## config.mk

```make
export PLATFORM = sky130hd
export DESIGN_NAME = cpu_controller
export DESIGN_NICKNAME = d
export VERILOG_FILES = /design/src/rtl/cpu_pkg.sv /design/src/rtl/cpu_inst_decoder.sv /design/src/rtl/cpu_controller.sv
export SDC_FILE = /design/constraint.sdc
export NUM_CORES = 1
export LEC_CHECK = 0
export CAP_MARGIN = 20
export CORE_MARGIN = 5
export CORE_UTILIZATION = 41
export DETAILED_ROUTE_END_ITERATION = 16
export MAX_ROUTING_LAYER = met4
export PLACE_DENSITY = 0.88
export REMOVE_ABC_BUFFERS = 1
export SYNTH_ARGS = -nofsm -noshare
export SYNTH_HDL_FRONTEND = slang
export SYNTH_SLANG_ARGS = --single-unit
```

## constraint.sdc

```tcl
create_clock -name clk -period 2.5 [get_ports clk]
set_input_delay 0.375 -clock clk [delete_from_list [all_inputs] [get_ports clk]]
set_output_delay 0.375 -clock clk [all_outputs]
set_load 0.05 [all_outputs]
```

## src/rtl/cpu_pkg.sv

```systemverilog
// Shared types and encodings for the CPU control stage: FSM states,
// instruction classes, opcode/op fields, writeback selects and ALU ops.
package cpu_pkg;

  typedef enum logic [2:0] {
    S_WAIT,
    S_DECODE,
    S_GET_A,
    S_GET_B,
    S_ALU,
    S_WRITE_RD,
    S_WRITE_IMM
  } state_t;

  typedef enum logic [2:0] {
    C_MOV_IMM,
    C_MOV_REG,
    C_ADD,
    C_CMP,
    C_AND,
    C_MVN,
    C_ILLEGAL
  } inst_class_t;

  localparam logic [2:0] OPC_MOV    = 3'b110;
  localparam logic [2:0] OPC_ALU    = 3'b101;
  localparam logic [1:0] OP_MOV_IMM = 2'b10;
  localparam logic [1:0] OP_MOV_REG = 2'b00;

  localparam logic [3:0] VSEL_MDATA  = 4'b1000;
  localparam logic [3:0] VSEL_SXIMM8 = 4'b0100;
  localparam logic [3:0] VSEL_PC     = 4'b0010;
  localparam logic [3:0] VSEL_C      = 4'b0001;

  localparam logic [1:0] ALU_ADD = 2'b00;
  localparam logic [1:0] ALU_SUB = 2'b01;
  localparam logic [1:0] ALU_AND = 2'b10;
  localparam logic [1:0] ALU_MVN = 2'b11;

  function automatic inst_class_t classify(input logic [2:0] opcode, input logic [1:0] op);
    inst_class_t c;
    c = C_ILLEGAL;
    if (opcode == OPC_MOV && op == OP_MOV_IMM) c = C_MOV_IMM;
    else if (opcode == OPC_MOV && op == OP_MOV_REG) c = C_MOV_REG;
    else if (opcode == OPC_ALU) begin
      case (op)
        ALU_ADD: c = C_ADD;
        ALU_SUB: c = C_CMP;
        ALU_AND: c = C_AND;
        default: c = C_MVN;
      endcase
    end
    return c;
  endfunction

endpackage

```

## src/rtl/cpu_inst_decoder.sv

```systemverilog
// Combinational instruction decoder: splits the IR into register fields,
// sign-extended immediates and an instruction class for the FSM.
module cpu_inst_decoder
  import cpu_pkg::*;
#(
  parameter int DATA_W = 16
) (
  input  logic [DATA_W-1:0] ir,
  output logic [2:0]        rn,
  output logic [2:0]        rd,
  output logic [2:0]        rm,
  output logic [1:0]        sh,
  output logic [1:0]        op,
  output logic [DATA_W-1:0] sximm5,
  output logic [DATA_W-1:0] sximm8,
  output inst_class_t       cls
);

  assign rn     = ir[10:8];
  assign rd     = ir[7:5];
  assign rm     = ir[2:0];
  assign sh     = ir[4:3];
  assign op     = ir[12:11];
  assign sximm5 = {{(DATA_W-5){ir[4]}}, ir[4:0]};
  assign sximm8 = {{(DATA_W-8){ir[7]}}, ir[7:0]};
  assign cls    = classify(ir[15:13], ir[12:11]);

endmodule

```

## src/rtl/cpu_controller.sv

```systemverilog
// Control stage: instruction register plus a Moore FSM that sequences the
// datapath controls for MOV imm/reg, ADD, CMP, AND and MVN.
module cpu_controller
  import cpu_pkg::*;
#(
  parameter int DATA_W = 16
) (
  input  logic              clk,
  input  logic              reset_n,
  input  logic [DATA_W-1:0] in,
  input  logic              load_ir,
  input  logic              s,
  output logic              w,
  output logic              illegal,
  output logic [2:0]        readnum,
  output logic [2:0]        writenum,
  output logic              write,
  output logic [3:0]        vsel,
  output logic              loada,
  output logic              loadb,
  output logic              asel,
  output logic              bsel,
  output logic [1:0]        shift,
  output logic [1:0]        ALUop,
  output logic              loadc,
  output logic              loads,
  output logic [DATA_W-1:0] sximm5,
  output logic [DATA_W-1:0] sximm8
);

  state_t            state, next_state;
  logic [DATA_W-1:0] ir;
  logic [2:0]        rn, rd, rm;
  logic [1:0]        sh, op;
  inst_class_t       cls;

  cpu_inst_decoder #(.DATA_W(DATA_W)) u_dec (
    .ir     (ir),
    .rn     (rn),
    .rd     (rd),
    .rm     (rm),
    .sh     (sh),
    .op     (op),
    .sximm5 (sximm5),
    .sximm8 (sximm8),
    .cls    (cls)
  );

  assign shift = sh;

  // IR only moves while idle, so it is stable for the whole instruction
  always_ff @(posedge clk or negedge reset_n) begin
    if (!reset_n) begin
      state <= S_WAIT;
      ir    <= '0;
    end else begin
      state <= next_state;
      if (state == S_WAIT && load_ir) ir <= in;
    end
  end

  always_comb begin
    next_state = state;
    w          = 1'b0;
    illegal    = 1'b0;
    readnum    = 3'd0;
    writenum   = 3'd0;
    write      = 1'b0;
    vsel       = 4'b0000;
    loada      = 1'b0;
    loadb      = 1'b0;
    asel       = 1'b0;
    bsel       = 1'b0;
    ALUop      = ALU_ADD;
    loadc      = 1'b0;
    loads      = 1'b0;
    case (state)
      S_WAIT: begin
        w = 1'b1;
        if (s) next_state = S_DECODE;
      end
      S_DECODE: begin
        case (cls)
          C_MOV_IMM:           next_state = S_WRITE_IMM;
          C_MOV_REG, C_MVN:    next_state = S_GET_B;
          C_ADD, C_CMP, C_AND: next_state = S_GET_A;
          default: begin
            illegal    = 1'b1;
            next_state = S_WAIT;
          end
        endcase
      end
      S_GET_A: begin
        readnum    = rn;
        loada      = 1'b1;
        next_state = S_GET_B;
      end
      S_GET_B: begin
        readnum    = rm;
        loadb      = 1'b1;
        next_state = S_ALU;
      end
      S_ALU: begin
        ALUop = op;
        if (cls == C_MOV_REG) begin
          asel  = 1'b1;
          ALUop = ALU_ADD;
        end
        // CMP only updates status flags and never writes back
        if (cls == C_CMP) begin
          loads      = 1'b1;
          next_state = S_WAIT;
        end else begin
          loadc      = 1'b1;
          next_state = S_WRITE_RD;
        end
      end
      S_WRITE_RD: begin
        writenum   = rd;
        vsel       = VSEL_C;
        write      = 1'b1;
        next_state = S_WAIT;
      end
      S_WRITE_IMM: begin
        writenum   = rn;
        vsel       = VSEL_SXIMM8;
        write      = 1'b1;
        next_state = S_WAIT;
      end
      default: next_state = S_WAIT;
    endcase
  end

endmodule

```

== Word level (Yosys, flattened, before mapping) ==
Index checks and enable logic that the tools add are counted.

* Flip-flop bits (word level): 19
* Input port bits: 20
* Output and inout port bits: 55
* Logic and storage cells: 53

* Equal/unequal tests: 16
* Mux-type cells: 25
* Reductions and logical operators: 10

{| class="wikitable"
|+ Operators by type and width
! cell !! count
|-
| $eq 3x3->1 const B || 7
|-
| $pmux 3 s2 || 3
|-
| $pmux 3 s3 || 2
|-
| $mux 3 || 5
|-
| $pmux 3 s5 || 1
|-
| $eq 3x2->1 const B || 4
|-
| $mux 1 || 12
|-
| $eq 3x1->1 const B || 2
|-
| $logic_not 3->1 || 2
|-
| $reduce_or 6->1 || 1
|-
| $mux 2 || 2
|-
| $reduce_or 2->1 || 2
|-
| $logic_and 1x1->1 || 3
|-
| $reduce_or 3->1 || 1
|-
| $eq 2x1->1 const B || 1
|-
| $eq 2x2->1 const B || 1
|-
| $logic_not 2->1 || 1
|-
| $ne 2x2->1 const B || 1
|}

== Logic depth before layout (Yosys ltp) ==
* Word-level depth: 9
* Mapped depth: 5

== By module ==
A second synthesis with hierarchy kept.

* Cell total of the unflattened synthesis: 132
* Area, all modules: 1406.3 µm²

{| class="wikitable"
|+ Modules (own cells, without submodules)
! module !! instances !! cells each !! area each (µm²)
|-
| cpu_controller || 1 || 79 || 1006.0
|-
| cpu_inst_decoder || 1 || 53 || 400.4
|}

== Least setup slack after synthesis ==
No wires, ideal clock.

* Path kind: register -> output
* Start point: register state[1]
* End point: output port asel
* Arrival: 2397 ps
* Required time: 2125 ps
* Path slack: -272 ps
* Cell stages (with the launch flop): 5
* Cells stage by stage: dfrtp_1 -> clkbuf_1 -> nor2_1 -> nand2_1 -> nor4bb_1

* Longest elaborated chain between the ends: 2

{| class="wikitable"
|+ Ends and longest elaborated chain
! what !! line !! source
|-
| start, declared || cpu_controller.sv:31 || <nowiki>state_t state, next_state;</nowiki>
|-
| start signal, assigned || cpu_controller.sv:57 || <nowiki>state <= next_state;</nowiki>
|-
| $eq 3x3->1 || cpu_controller.sv:77 || <nowiki>case (state)</nowiki>
|-
| $mux 1 || cpu_controller.sv:77 ||
|-
| end, declared || cpu_controller.sv:21 || <nowiki>output logic asel,</nowiki>
|}

Every way passes these cells.

== Worst setup path after layout ==
* Start point: register state[2]
* End point: output port readnum[1]

* Longest elaborated chain between the ends: 2
* Elaborated cells on any way between the ends: 3
* Those cells by class: 2 x eq/ne; 1 x mux

{| class="wikitable"
|+ Ends and longest elaborated chain
! what !! line !! source
|-
| $eq 3x2->1 || cpu_controller.sv:77 ||
|-
| $pmux 3 s2 * || cpu_controller.sv:77 ||
|-
| end, declared || cpu_controller.sv:15 || <nowiki>output logic [2:0] readnum,</nowiki>
|}

Mark *: on every way between the ends. The rest lies on a longest branch, timed or not.

==> out/metrics.yaml <==
cells_and_area:
  multi_input_area_sq_um: 512
  syn_to_final_growth_pct: 37.4
  drive_gt1_share_pct: 15.9
  nets: 178
  fillers: 261
  ff_latch_area_sq_um: 475
  n_antenna_cell: 0
timing:
  clock.fmax_mhz: 416
  hold_violations: 0
  maxSlewViolCount: 0
  rsz0062_at_grt: "false"
  report.final.setup_viol: 0
  post-route-min-period_ns: 2.40
  setup_slack_ns: 0.0960
  tightest_slew_ns: 0.870
  min_period_over_period_pct: 96.2
  hold_ws_ns: 0.542
  finalClockSkew_ns: 0.00691
  maxSlewHeadroom_pct: 41.8
critical_path:
  rr_startpoint: "state[0]$_DFFE_PN0P_"
  worstSetupPathType: "reg -> out"
  r2r.worst_path.cells: 4
  cp_num_buf_inv: 1
  cp.depth: 3
  crit_family: "buffers and inverters"
  slowest_stage: "clkdlybuf4s50_1"
  critPathMaxFanout: 11
  cpPeakStageDelay_ns: 0.81
  cp_cell_sequence: "nand2b_1 -> nor2_1 -> clkdlybuf4s50_1"
  cp_data_required_time_ns: 2.12
  critPathCaptureType: "output port"
  crit_start: "state[2]$_DFFE_PN0P_"
  crit_arrival_ns: 2.03
  startpoint_type: "flop"
routing:
  wl_um: 3010
  wl_per_cell_um: 15.0
  drt_first_iter_violations: 25
  ant_nets: 0
  vias: 926
  drc: 0
  first_pass_iters: 4
  via_per_inst: 4.61
synthesis:
  synth_edf_count: 0
  yosysMostFrequentCell: "buf_4"
  yosysTopAreaCell: "dfrtp_1"
  ys_async_sr_fraction_pct: 100
  synth_seq_cells: 19
  synth_warnings: 0
  synth_top_family_by_area: "buffers and inverters"
  synthAdderAreaFrac_pct: 0
  synthMuxAreaShare_pct: 19.0
  synth-xor-area-share_pct: 0.670
  synth_cell_types: 30
  synth_area_sq_um: 1310
  yosys.area_share.simple_pct: 12.3
  netlist.area_leader.share_pct: 36.4
  synth_cells: 121
  synth_compound_area_share_pct: 6.42
  synth.yosys.seq_area_share_pct: 36.4
  synth_area_leaders: "dfrtp_1 (36%), buf_4 (21%), mux2_4 (11%)"
  syn_avg_cell_area_sq_um: 10.8
  synth_ff_type: "dfrtp_1"
  synth_commonest_cells: "buf_4 (37), dfrtp_1 (19), mux2_4 (10)"
cts:
  cts_made_buffers: 3
  htreeDepth: 1
  post_cts_buffers: 0
  cts-root-buf: "clkbuf_4"
  clk_pin_slew_ns: 0.11
  cts_hold_buf: 0
  clk-insertion-delay-late_ns: 0.30
  cts_tree: "done"
  ctsLongestPathBuffers: 2
  clkSinkCount: 19
min_path:
  hold_depth: 1
  hp-start: "ir[10]$_DFFE_PN0P_"
  hp-class: "reg -> reg"
job:
  drv_cap: 0
grt:
  grt_first_pass_wirelength_um: 4400
  grt_max_degree: 20
  grt_pass1_vias: 878
  grt_use_total_pct: 13.6
  grt_overflow_total: 0
  antenna_found_initial: 0
die:
  dieWidth_um: 66.4
  coreArea_sq_um: 3050
  ios: 75
  dieArea_sq_um: 4410
  rows: 20
  die_h_um: 66.4
  initial_utilization_pct: 42.8
place:
  place_ws_ns: 0.335
  port-buffer-count: 71
  gp_congestion: 0.736
  dp_hpwl_um: 2440
outcome:
  outcome: "finished clean"
[placed cells by master (no fill, tap or decap), types with 5 or more instances in the layout]
cell type | netlist | final
mux2_1 | 6 | 6
nor2_1 | 9 | 9
dfrtp_1 | 19 | 19
clkdlybuf4s50_1 | 0 | 56
dlymetal6s2s_1 | 0 | 5
buf_4 | 37 | 8
mux2_4 | 10 | 10
[layer usage]
layer | share of wire [%] | track usage, % | wire length [um] | vias up
li1 | - | - | - | 446
met1 | 38 | 14.6 | 1150 | 448
met2 | 56 | 24.7 | 1680 | 28
met3 | 5.5 | 3.91 | 165 | 4
met4 | 0.66 | 3.05 | 20 | 0
met5 | 0 | - | 0 | -
[layout make-up]
type	instances	share of cell area, %
multi-input combinational	61	28.5
tap	44	3.07
inverter	1	0.209
clock inverter	1	0.279
timing repair buffer	72	40.2
clock buffer	3	1.26
sequential	19	26.5
[stage by stage]
step | TNS [ns] | instance area, sq um | util [%] | cells
2_1_floorplan | -46.28 | 991 | - | 81
3_3_place_gp | 0 | 1760 | 57.5 | 197
3_5_place_dp | 0 | 1760 | 57.5 | 197
4_1_cts | 0 | 1780 | 58.4 | 201
5_1_grt | 0 | 1790 | 58.8 | 201
6_report | 0 | 1790 | 58.8 | 201
[kinds of logic after synthesis]
| logic type | after synthesis |
|---|---|
| AO/OA/AOI/OAI | 11 |
| XOR/XNOR | 1 |
| buffers and inverters | 43 |
| flip-flops | 19 |
| multiplexers | 19 |
| other | 1 |
| AND/OR/NAND/NOR | 27 |
[registers in the layout, summed over array words and instances, names as in the netlist]
name   count
state      3
ir        16
[timing repair]
item                                   in CTS  in global routing
gates resized for setup                     2                  5
setup endpoints to repair                   2                  5
gates cloned                                0                  0
endpoints found under the hold margin       0                  0
[path summary, 6_finish.rpt]
check / end / slack, ns
max in group asynchronous: ir[6]$_DFFE_PN0P_ / 1.40
worst max-delay path: readnum[1] / 0.1
worst min register to register: ir[10]$_DFFE_PN0P_ / 0.54
min in group asynchronous: ir[12]$_DFFE_PN0P_ / 0.56
worst max register to register: ir[0]$_DFFE_PN0P_ / 0.84
worst min-delay path: ir[10]$_DFFE_PN0P_ / 0.54
Power is not shown: default switching activity piles up to over one toggle a cycle in this logic, so the estimate is an artifact.
